**config.mk**
```make
export PLATFORM = sky130hd
export DESIGN_NAME = uart_packet_rx
export DESIGN_NICKNAME = d
export VERILOG_FILES = /design/src/rtl/uart_pkg.sv /design/src/rtl/uart_byte_rx.sv /design/src/rtl/uart_packet_rx.sv
export SDC_FILE = /design/constraint.sdc
export NUM_CORES = 1
export LEC_CHECK = 0
export BUFFER_PORTS_ARGS = -buffer_cell sky130_fd_sc_hd__buf_4
export CORE_MARGIN = 2
export CORE_UTILIZATION = 30
export CTS_CLUSTER_SIZE = 28
export DETAILED_ROUTE_END_ITERATION = 10
export PLACE_DENSITY = 0.55
export SYNTH_ARGS = -nofsm -noshare
export SYNTH_HDL_FRONTEND = slang
export SYNTH_SLANG_ARGS = --single-unit
```
**constraint.sdc**
```tcl
create_clock -name clk -period 9.1 [get_ports clk]
set_input_delay 0.91 -clock clk [delete_from_list [all_inputs] [get_ports clk]]
set_output_delay 0.91 -clock clk [all_outputs]
set_load 0.005 [all_outputs]
```
**src/rtl/uart_pkg.sv**
```systemverilog
// -----------------------------------------------------------------------------
// uart_pkg
// Shared types and constants for the UART packet receiver: packet FSM states,
// byte-receiver states, the default header byte and a helper that derives the
// baud divisor from clock frequency and baud rate.
// -----------------------------------------------------------------------------
package uart_pkg;

    typedef enum logic [1:0] {
        S_HDR     = 2'd0,
        S_PAYLOAD = 2'd1,
        S_HOLD    = 2'd2
    } pkt_state_t;

    typedef enum logic [1:0] {
        R_IDLE  = 2'd0,
        R_START = 2'd1,
        R_DATA  = 2'd2,
        R_STOP  = 2'd3
    } rx_state_t;

    localparam logic [7:0] DEFAULT_HEADER = 8'h02;

    // Rounded clk cycles per UART bit, e.g. (50_000_000, 115200) -> 434.
    function automatic int calc_clks_per_bit(input int clk_hz, input int baud);
        return (clk_hz + baud / 2) / baud;
    endfunction

endpackage

```
**src/rtl/uart_byte_rx.sv**
```systemverilog
// -----------------------------------------------------------------------------
// uart_byte_rx
// 8N1 byte deserialiser with 2-FF input synchroniser, mid-bit sampling,
// false-start rejection and stop-bit check.
// Ports:
//   clk, rst    clock, asynchronous active-high reset
//   rx_in       raw serial line, idle high
//   data        last deserialised byte (stable while byte_valid is high)
//   byte_valid  one-cycle pulse, cycle after a stop bit sampled high
//   frame_err   one-cycle pulse, cycle after a stop bit sampled low
//   idle        receiver is waiting for a start bit
// -----------------------------------------------------------------------------
module uart_byte_rx
    import uart_pkg::*;
#(
    parameter int CLKS_PER_BIT = 434
) (
    input  logic       clk,
    input  logic       rst,
    input  logic       rx_in,
    output logic [7:0] data,
    output logic       byte_valid,
    output logic       frame_err,
    output logic       idle
);

    localparam int BAUD_W = (CLKS_PER_BIT > 1) ? $clog2(CLKS_PER_BIT) : 1;
    localparam logic [BAUD_W-1:0] HALF_LAST = BAUD_W'(CLKS_PER_BIT / 2 - 1);
    localparam logic [BAUD_W-1:0] FULL_LAST = BAUD_W'(CLKS_PER_BIT - 1);

    logic              rx_p0, rx_p1, rx_p2;
    rx_state_t         state, state_next;
    logic [BAUD_W-1:0] baud_cnt;
    logic [3:0]        bit_cnt;
    logic [7:0]        shift;
    logic              sample;
    logic              start_edge;

    // Stage p0/p1: metastability synchroniser. Stage p2: previous value for
    // edge detection. Reset to 0 so a line already low at reset release is
    // not mistaken for a start bit; a real high-to-low transition is needed.
    always_ff @(posedge clk or posedge rst) begin
        if (rst) begin
            rx_p0 <= 1'b0;
            rx_p1 <= 1'b0;
            rx_p2 <= 1'b0;
        end else begin
            rx_p0 <= rx_in;
            rx_p1 <= rx_p0;
            rx_p2 <= rx_p1;
        end
    end

    assign start_edge = rx_p2 & ~rx_p1;

    always_ff @(posedge clk or posedge rst) begin
        if (rst) state <= R_IDLE;
        else     state <= state_next;
    end

    always_comb begin
        state_next = state;
        case (state)
            R_IDLE:  if (start_edge) state_next = R_START;
            R_START: if (sample) state_next = rx_p1 ? R_IDLE : R_DATA;
            R_DATA:  if (sample && bit_cnt == 4'd7) state_next = R_STOP;
            R_STOP:  if (sample) state_next = R_IDLE;
            default: state_next = R_IDLE;
        endcase
    end

    // The start sample comes half a bit after the edge; every later sample
    // is one full bit after the previous one.
    always_comb begin
        sample = 1'b0;
        idle   = 1'b0;
        case (state)
            R_IDLE:         idle   = 1'b1;
            R_START:        sample = (baud_cnt == HALF_LAST);
            R_DATA, R_STOP: sample = (baud_cnt == FULL_LAST);
            default:        sample = 1'b0;
        endcase
    end

    always_ff @(posedge clk or posedge rst) begin
        if (rst) begin
            baud_cnt   <= '0;
            bit_cnt    <= '0;
            shift      <= '0;
            byte_valid <= 1'b0;
            frame_err  <= 1'b0;
        end else begin
            if (state == R_IDLE || sample) baud_cnt <= '0;
            else                           baud_cnt <= baud_cnt + 1'b1;

            if (state != R_DATA) bit_cnt <= '0;
            else if (sample)     bit_cnt <= bit_cnt + 1'b1;

            // LSB arrives first, so shift in from the top.
            if (state == R_DATA && sample) shift <= {rx_p1, shift[7:1]};

            byte_valid <= (state == R_STOP) && sample && rx_p1;
            frame_err  <= (state == R_STOP) && sample && !rx_p1;
        end
    end

    assign data = shift;

endmodule

```
**src/rtl/uart_packet_rx.sv**
```systemverilog
// -----------------------------------------------------------------------------
// uart_packet_rx
// Packet receiver: a HEADER byte followed by PAYLOAD_BYTES payload bytes is
// assembled into one wide word offered on a valid/ready handshake.
// Ports:
//   clk, rst     clock, asynchronous active-high reset
//   rx_in        raw serial line, idle high
//   pkt_data     payload, byte k at [8k+7:8k]
//   pkt_valid    pkt_data holds a complete packet
//   pkt_ready    consumer accepts pkt_data
//   busy         header accepted, packet not yet handed off or aborted
//   frame_err    pulse: stop bit sampled low
//   hdr_err      pulse: first byte differs from HEADER
//   timeout_err  pulse: inter-byte gap exceeded TIMEOUT_BITS bit times
//   overrun_err  pulse: byte dropped while a packet is being held
// -----------------------------------------------------------------------------
module uart_packet_rx
    import uart_pkg::*;
#(
    parameter int         CLKS_PER_BIT  = 434,
    parameter int         PAYLOAD_BYTES = 8,
    parameter logic [7:0] HEADER        = DEFAULT_HEADER,
    parameter int         TIMEOUT_BITS  = 20
) (
    input  logic                       clk,
    input  logic                       rst,
    input  logic                       rx_in,
    output logic [8*PAYLOAD_BYTES-1:0] pkt_data,
    output logic                       pkt_valid,
    input  logic                       pkt_ready,
    output logic                       busy,
    output logic                       frame_err,
    output logic                       hdr_err,
    output logic                       timeout_err,
    output logic                       overrun_err
);

    localparam int CNT_W     = $clog2(PAYLOAD_BYTES + 1);
    localparam int GAP_LIMIT = TIMEOUT_BITS * CLKS_PER_BIT;
    localparam int GAP_W     = $clog2(GAP_LIMIT + 1);
    localparam logic [CNT_W-1:0] CNT_LAST = CNT_W'(PAYLOAD_BYTES - 1);
    localparam logic [GAP_W-1:0] GAP_LAST = GAP_W'(GAP_LIMIT - 1);

    logic [7:0]       rx_data;
    logic             rx_valid;
    logic             rx_frame_err;
    logic             rx_idle;
    pkt_state_t       state, state_next;
    logic [CNT_W-1:0] cnt;
    logic [GAP_W-1:0] gap_cnt;
    logic             gap_hit;

    uart_byte_rx #(
        .CLKS_PER_BIT(CLKS_PER_BIT)
    ) u_byte_rx (
        .clk        (clk),
        .rst        (rst),
        .rx_in      (rx_in),
        .data       (rx_data),
        .byte_valid (rx_valid),
        .frame_err  (rx_frame_err),
        .idle       (rx_idle)
    );

    // The cycle that completes the GAP_LIMIT-th idle cycle since the last
    // accepted byte is the timeout cycle.
    assign gap_hit = (state == S_PAYLOAD) && rx_idle && !rx_valid && (gap_cnt == GAP_LAST);

    always_ff @(posedge clk or posedge rst) begin
        if (rst) state <= S_HDR;
        else     state <= state_next;
    end

    always_comb begin
        state_next = state;
        case (state)
            S_HDR:
                if (rx_valid && rx_data == HEADER) state_next = S_PAYLOAD;
            S_PAYLOAD:
                if (rx_frame_err)                      state_next = S_HDR;
                else if (rx_valid && cnt == CNT_LAST)  state_next = S_HOLD;
                else if (gap_hit)                      state_next = S_HDR;
            S_HOLD:
                // pkt_valid is high throughout S_HOLD, so ready alone completes it.
                if (pkt_ready) state_next = S_HDR;
            default:
                state_next = S_HDR;
        endcase
    end

    always_comb begin
        pkt_valid   = (state == S_HOLD);
        busy        = (state != S_HDR);
        hdr_err     = (state == S_HDR) && rx_valid && (rx_data != HEADER);
        timeout_err = gap_hit;
        overrun_err = (state == S_HOLD) && rx_valid;
        frame_err   = rx_frame_err;
    end

    always_ff @(posedge clk or posedge rst) begin
        if (rst) begin
            cnt      <= '0;
            gap_cnt  <= '0;
            pkt_data <= '0;
        end else begin
            if (state == S_HDR) begin
                cnt <= '0;
            end else if (state == S_PAYLOAD && rx_valid) begin
                cnt <= cnt + 1'b1;
                for (int k = 0; k < PAYLOAD_BYTES; k++) begin
                    if (cnt == CNT_W'(k)) pkt_data[8*k +: 8] <= rx_data;
                end
            end

            // Gap is held, not cleared, while a byte is in flight.
            if (state != S_PAYLOAD || rx_valid) gap_cnt <= '0;
            else if (rx_idle)                   gap_cnt <= gap_cnt + 1'b1;
        end
    end

endmodule

```
Yosys cells after proc, flatten, opt, wreduce, memory -nomap -nowiden
Index checks and enable logic that the tools add are counted.
Word-level totals
  register bits: 112
  bits in latches: 0
  bits in writable memories: 0
  bits in read-only memories: 0
  output and inout bits: 70
  memories kept: 0
Cells by class
  add/sub/neg operators: 4
  $mul: 0
  divide/modulo/power cells: 0
  order comparisons: 0
  equal/unequal tests: 27
  shifts and indexed selects: 0
  multiplexer cells: 21
  bitwise operators: 3
  reduce and logical (&&, ||, !) cells: 36
Operators with widths (count)
  14-bit 2-to-1 mux: 2
  3-bit AND reduction: 9
  4-bit by 3-bit == test with 1-bit output, second input constant: 5
  2-bit 2-to-1 mux: 10
  4-bit 2-to-1 mux: 4
  14-bit by 1-bit adder with 14-bit output, second input constant: 1
  14-bit == test, second input constant: 1
  1-bit logical AND: 14
  2-bit by 1-bit inequality test with 1-bit output, second input constant: 6
  9-bit by 1-bit adder with 9-bit output, second input constant: 1
  9-bit by 8-bit == test with 1-bit output, second input constant: 1
  9-bit == test, second input constant: 1
  9-bit 2-to-1 mux: 1
  4-bit by 1-bit adder with 4-bit output, second input constant: 2
  4-bit by 2-bit == test with 1-bit output, second input constant: 2
  8-bit by 2-bit == test with 1-bit output, second input constant: 1
  8-bit by 2-bit inequality test with 1-bit output, second input constant: 1
  2-bit one-hot mux with 4 select lines: 1
  2-bit nonzero test: 4
  2-bit == test, second input constant: 3
  2-bit one-hot mux with 3 select lines: 1
  2-bit by 1-bit == test with 1-bit output, second input constant: 2
  4-bit by 1-bit == test with 1-bit output, second input constant: 1
  2-bit zero test: 2
  11 further kinds: 15

Logic depth before layout (Yosys ltp)
  depth in word-level cells: 9
  mapped depth: 6

By module
A second synthesis with hierarchy kept.
Second synthesis, totals
  cells, all modules: 377
  area, all modules: 4994.8 µm²
By module, submodules not included
  uart_packet_rx: instances 1, cells an instance 266, area each 3709.8 µm², sequential area each 2102.0 µm²
  uart_byte_rx: instances 1, cells an instance 111, area each 1285.0 µm², sequential area each 700.7 µm²

Worst setup path after synthesis
Ideal clock, no wire load.
  path type: register -> output
  start: register gap_cnt[10]
  end: output timeout_err
  arrival: 1415 ps
  required time: 8190 ps
  slack: 6775 ps
  cell stages (with the launch flop): 3
  path buffers: 0
  cells stage by stage: dfrtp_1 -> or4b_2 -> nor4_1
Between the ends
  word-level cells in the longest chain between the ends: 2
RTL lines
  start: declaration: RTL line uart_packet_rx.sv:50  | logic [GAP_W-1:0] gap_cnt;
  start signal: assignment: RTL line uart_packet_rx.sv:117  | else if (rx_idle) gap_cnt <= gap_cnt + 1'b1;
  14-bit == test: RTL line uart_packet_rx.sv:67  | assign gap_hit = (state == S_PAYLOAD) && rx_idle && !rx_valid && (gap_cnt == GAP_LAST);
  1-bit logical AND: RTL line uart_packet_rx.sv:67
  end: declaration: RTL line uart_packet_rx.sv:34  | output logic timeout_err,
No other way between the ends.

Worst setup path in the final report
  start: register state[1]
  end: output timeout_err
Between the ends
  word-level cells in the longest chain between the ends: 4
RTL lines
  start: declaration: RTL line uart_packet_rx.sv:48  | pkt_state_t state, state_next;
  start signal: assignment: RTL line uart_packet_rx.sv:71  | else state <= state_next;
  2-bit by 1-bit == test with 1-bit output: RTL line uart_packet_rx.sv:67
  1-bit logical AND (3 in a row): RTL line uart_packet_rx.sv:67
No other way between the ends.

==> results.md <==
- Status: finished, final reports clean
- Postcts setup bufs: 0
- Antenna viol nets, final: 0
- Final net count: 446
- Worst setup EP type: output pin
- Vias in the first global route: about 3100
- Worst path required time: around 8.2 ns
- CP arrival: approximately 2.4 ns
- Final WL: between 10 and 15 mm
- Synth Cell Area: about 4800 um^2
- Clock buffer depth: 2
- Tmin final: between 3 and 4 ns
- Syn_nets: approximately 380
- Cell taking the most area after synthesis: dfrtp_1
- Die area: 17000 um^2
- Area growth syn-to-layout: 22.1%
- Post-DR vias/cell: ~4.7
- Routed WL per cell: between 15 and 20 um
- Comb power frac: 4.7%
- FILL cells: about 1600
- Worst reg-to-reg path cell count: 3
- Synth async-reset ratio: 100%
- Final Setup Violations: 0
- Share of power burned in registers: a little over half
- H-tree levels: 3
- P_sw: 0.233 mW
- Min-Delay Path Depth: 0
- Largest net degree at the start of global routing: between 80 and 90
- Fin Setup TNS: 0 ns
- Footprint of the multi-input gates: around 1900 um^2
- Antenna diodes: 0
- Placed Area: 5540 um^2
- Initial Utilization: 30.4%
- Reg area: roughly 2800 um^2
- Unrepaired setup endpoints after global routing: no
- Part of the power in the clock network: between 40% and 50%
- CTS Buf Count: 9
- Worst Skew: 0.0107 ns
- PortBufs: between 70 and 80
- Clk slew on worst S/H paths: ~0.070 ns
- Worst-margin pin slew: between 1 and 1.5 ns
- Final Slew Violations: 0
- Max Fclk: a little over 300 MHz
- Share of cells above drive strength 1: 39.8%
- Clk_lat worst skew: 0.35 ns
- Synthesized flop and latch total: roughly 110
- Crit path max fanout: 15
- Placer congestion estimate: 0.813
- Setup Crit Path Kind: register to output pin
- Number of synthesized flops with an enable pin: 0
- Row cnt: 46
- CTS tree: yes
- Initial antenna violation count: 0
- Initial DRC Count: ~100
- Ys flop type: dfrtp_1
- Maxcap violations: 0
- Register area share after synthesis: 58.5%
- Die width: around 130 um
- # DRC: 0
- Hold crit path type: register to register
- IO Pins: 74
- Cells after Synth: about 370
- Sw Share: a little under a quarter
- Grt ovf: 0
- Worst hold start: u_byte_rx.rx_p0
- Synth top area cells: dfrtp_1 59%, mux2_2 16%, xor2_1 2.7%
- Hold worst-path end: u_byte_rx.rx_p1
- Via count: between 3000 and 4000
- Fin crit share: between 30% and 40%
- Clk sinks: 112
- FF-to-FF End: state[0]
- Synth cell types: between 40 and 50
- Peak VDD IR: between 0.07 and 0.08 mV
- Yosys warns: 0
- DIE HEIGHT: 130 um
- CP Launch Type: register
- Final HPWL DP: between 7 and 8 mm
- Resized Gates After CTS: 0
- Final Hold Viols: 0
- First-pass GRT wire length: between 15 and 20 mm
- Core footprint: 15800 um^2
- Power density over cell area: 170 nW/um^2
- Post-route cell area: approximately 6000 um^2
- First-pass DRT Iterations: 4
- P_int: 0.758 mW
- Slew headroom: approximately a third
- LEAKAGE: between 2 and 3 nW
- Reg2Reg Launch Point: state[1]
- Final core utilization: roughly 37%
- Post-synth top area share: about three fifths
- FF-to-FF setup slack: approximately 7 ns
- CTS root buffer: clkbuf_16
- Synthesized area per cell: between 10 and 15 um^2
- Total GRT Usage: 13.1%
- CTS Hold Bufs: 0
[critical path, stage by stage, from the launching register on]
cell	delay, ns
dfrtp_1	0.54
or3_1	0.68
nor4_1	0.61
buf_4	0.21
[metal layers]
metal	part of all wire [%]	global-route usage [%]	vias up
li1	-	-	1440
met1	46	17.1	1588
met2	50	22.0	42
met3	2.4	2.17	12
met4	1.5	4.88	0
met5	0	0	-
[Yosys cell counts (all sizes together), types with 3 or more instances]
cell / number
a21oi: 12
and2: 3
and4: 3
and4bb: 3
clkbuf: 15
dfrtp: 112
ha: 7
inv: 8
mux2: 73
nand2: 25
nand2b: 3
nand3: 8
nand4: 9
nor2: 14
nor2b: 3
nor3: 10
nor4: 3
nor4b: 3
o21ai: 5
o2bb2ai: 3
or3: 5
xor2: 15
[cell usage in the layout (no fill, tap or decap), drive strengths merged, types with 2 or more instances in the layout]
master / n
nor2b: 3
nor4b: 3
and4: 3
nand4: 9
nand3: 8
and2: 3
nand2: 25
o2bb2ai: 3
nand2b: 3
buf: 74
a21oi: 12
xor2: 15
and3: 2
o31ai: 2
xnor2: 2
o21ai: 5
o22ai: 2
dfrtp: 112
nor2: 14
mux2i: 2
inv: 9
nor4: 3
or3: 5
clkbuf: 10
and4bb: 3
nor3: 10
mux2: 73
clkinv: 4
or4: 2
ha: 7
[final cells by class]
cell class / instances / area share (%)
Inverter: 8 / 0.556
Sequential cell: 112 / 47.9
Timing Repair Buffer: 74 / 9.50
Multi-Input combinational cell: 230 / 32.2
Clock inverter: 6 / 1.13
Clock buffer: 10 / 4.09
Tap cell: 216 / 4.62
[registers in the layout, summed over array words and instances (netlist names), named ones only]
signal / cells
cnt: 4
gap_cnt: 14
pkt_data: 64
state: 2
u_byte_rx.baud_cnt: 9
u_byte_rx.bit_cnt: 4
u_byte_rx.byte_valid: 1
u_byte_rx.data: 8
u_byte_rx.frame_err: 1
u_byte_rx.rx_p0: 1
u_byte_rx.rx_p1: 1
u_byte_rx.rx_p2: 1
u_byte_rx.state: 1
[logic make-up (layout without fill, tap and decap cells)]
family	count (synthesis)	after routing	synth area share [%]
multiplexers	75	75	17.6
flip-flops	112	112	58.5
XOR/XNOR	17	17	3.11
AND/OR/NAND/NOR	103	103	13.2
AO/OA/AOI/OAI	28	28	3.58
buffers and inverters	25	98	2.22
adder cells (fa/ha/maj)	7	7	1.83
[per-stage QoR]
step	hold WS (ns)	power (mW)	cells	worst slack (ns)
after global routing	0.360	1.03	656	5.68
after global placement	0.347	0.593	640	6.20
after floorplan	0.331	0.579	367	5.23
final	0.354	0.992	656	5.81
after detailed placement	0.349	0.594	640	6.16
after CTS	0.360	1.00	656	5.77
[power groups by stage]
stage	combinational (mW)	sequential (mW)	clock (mW)
after global placement	0.0469	0.546	0
after CTS	0.0482	0.536	0.419
after floorplan	0.0395	0.539	0
after global routing	0.0543	0.539	0.441
final	0.0468	0.537	0.408
after detailed placement	0.0478	0.546	0
[worst max path at each step]
stage	from	to	slack, ns
CTS	state[1]	timeout_err	5.77
global route	state[1]	timeout_err	5.68
detailed placement	state[1]	timeout_err	6.16
global placement	state[1]	timeout_err	6.20
finish	state[1]	timeout_err	5.81
floorplan	rst	async pin	5.23
Note: power is estimated with default switching activity, not from simulation.
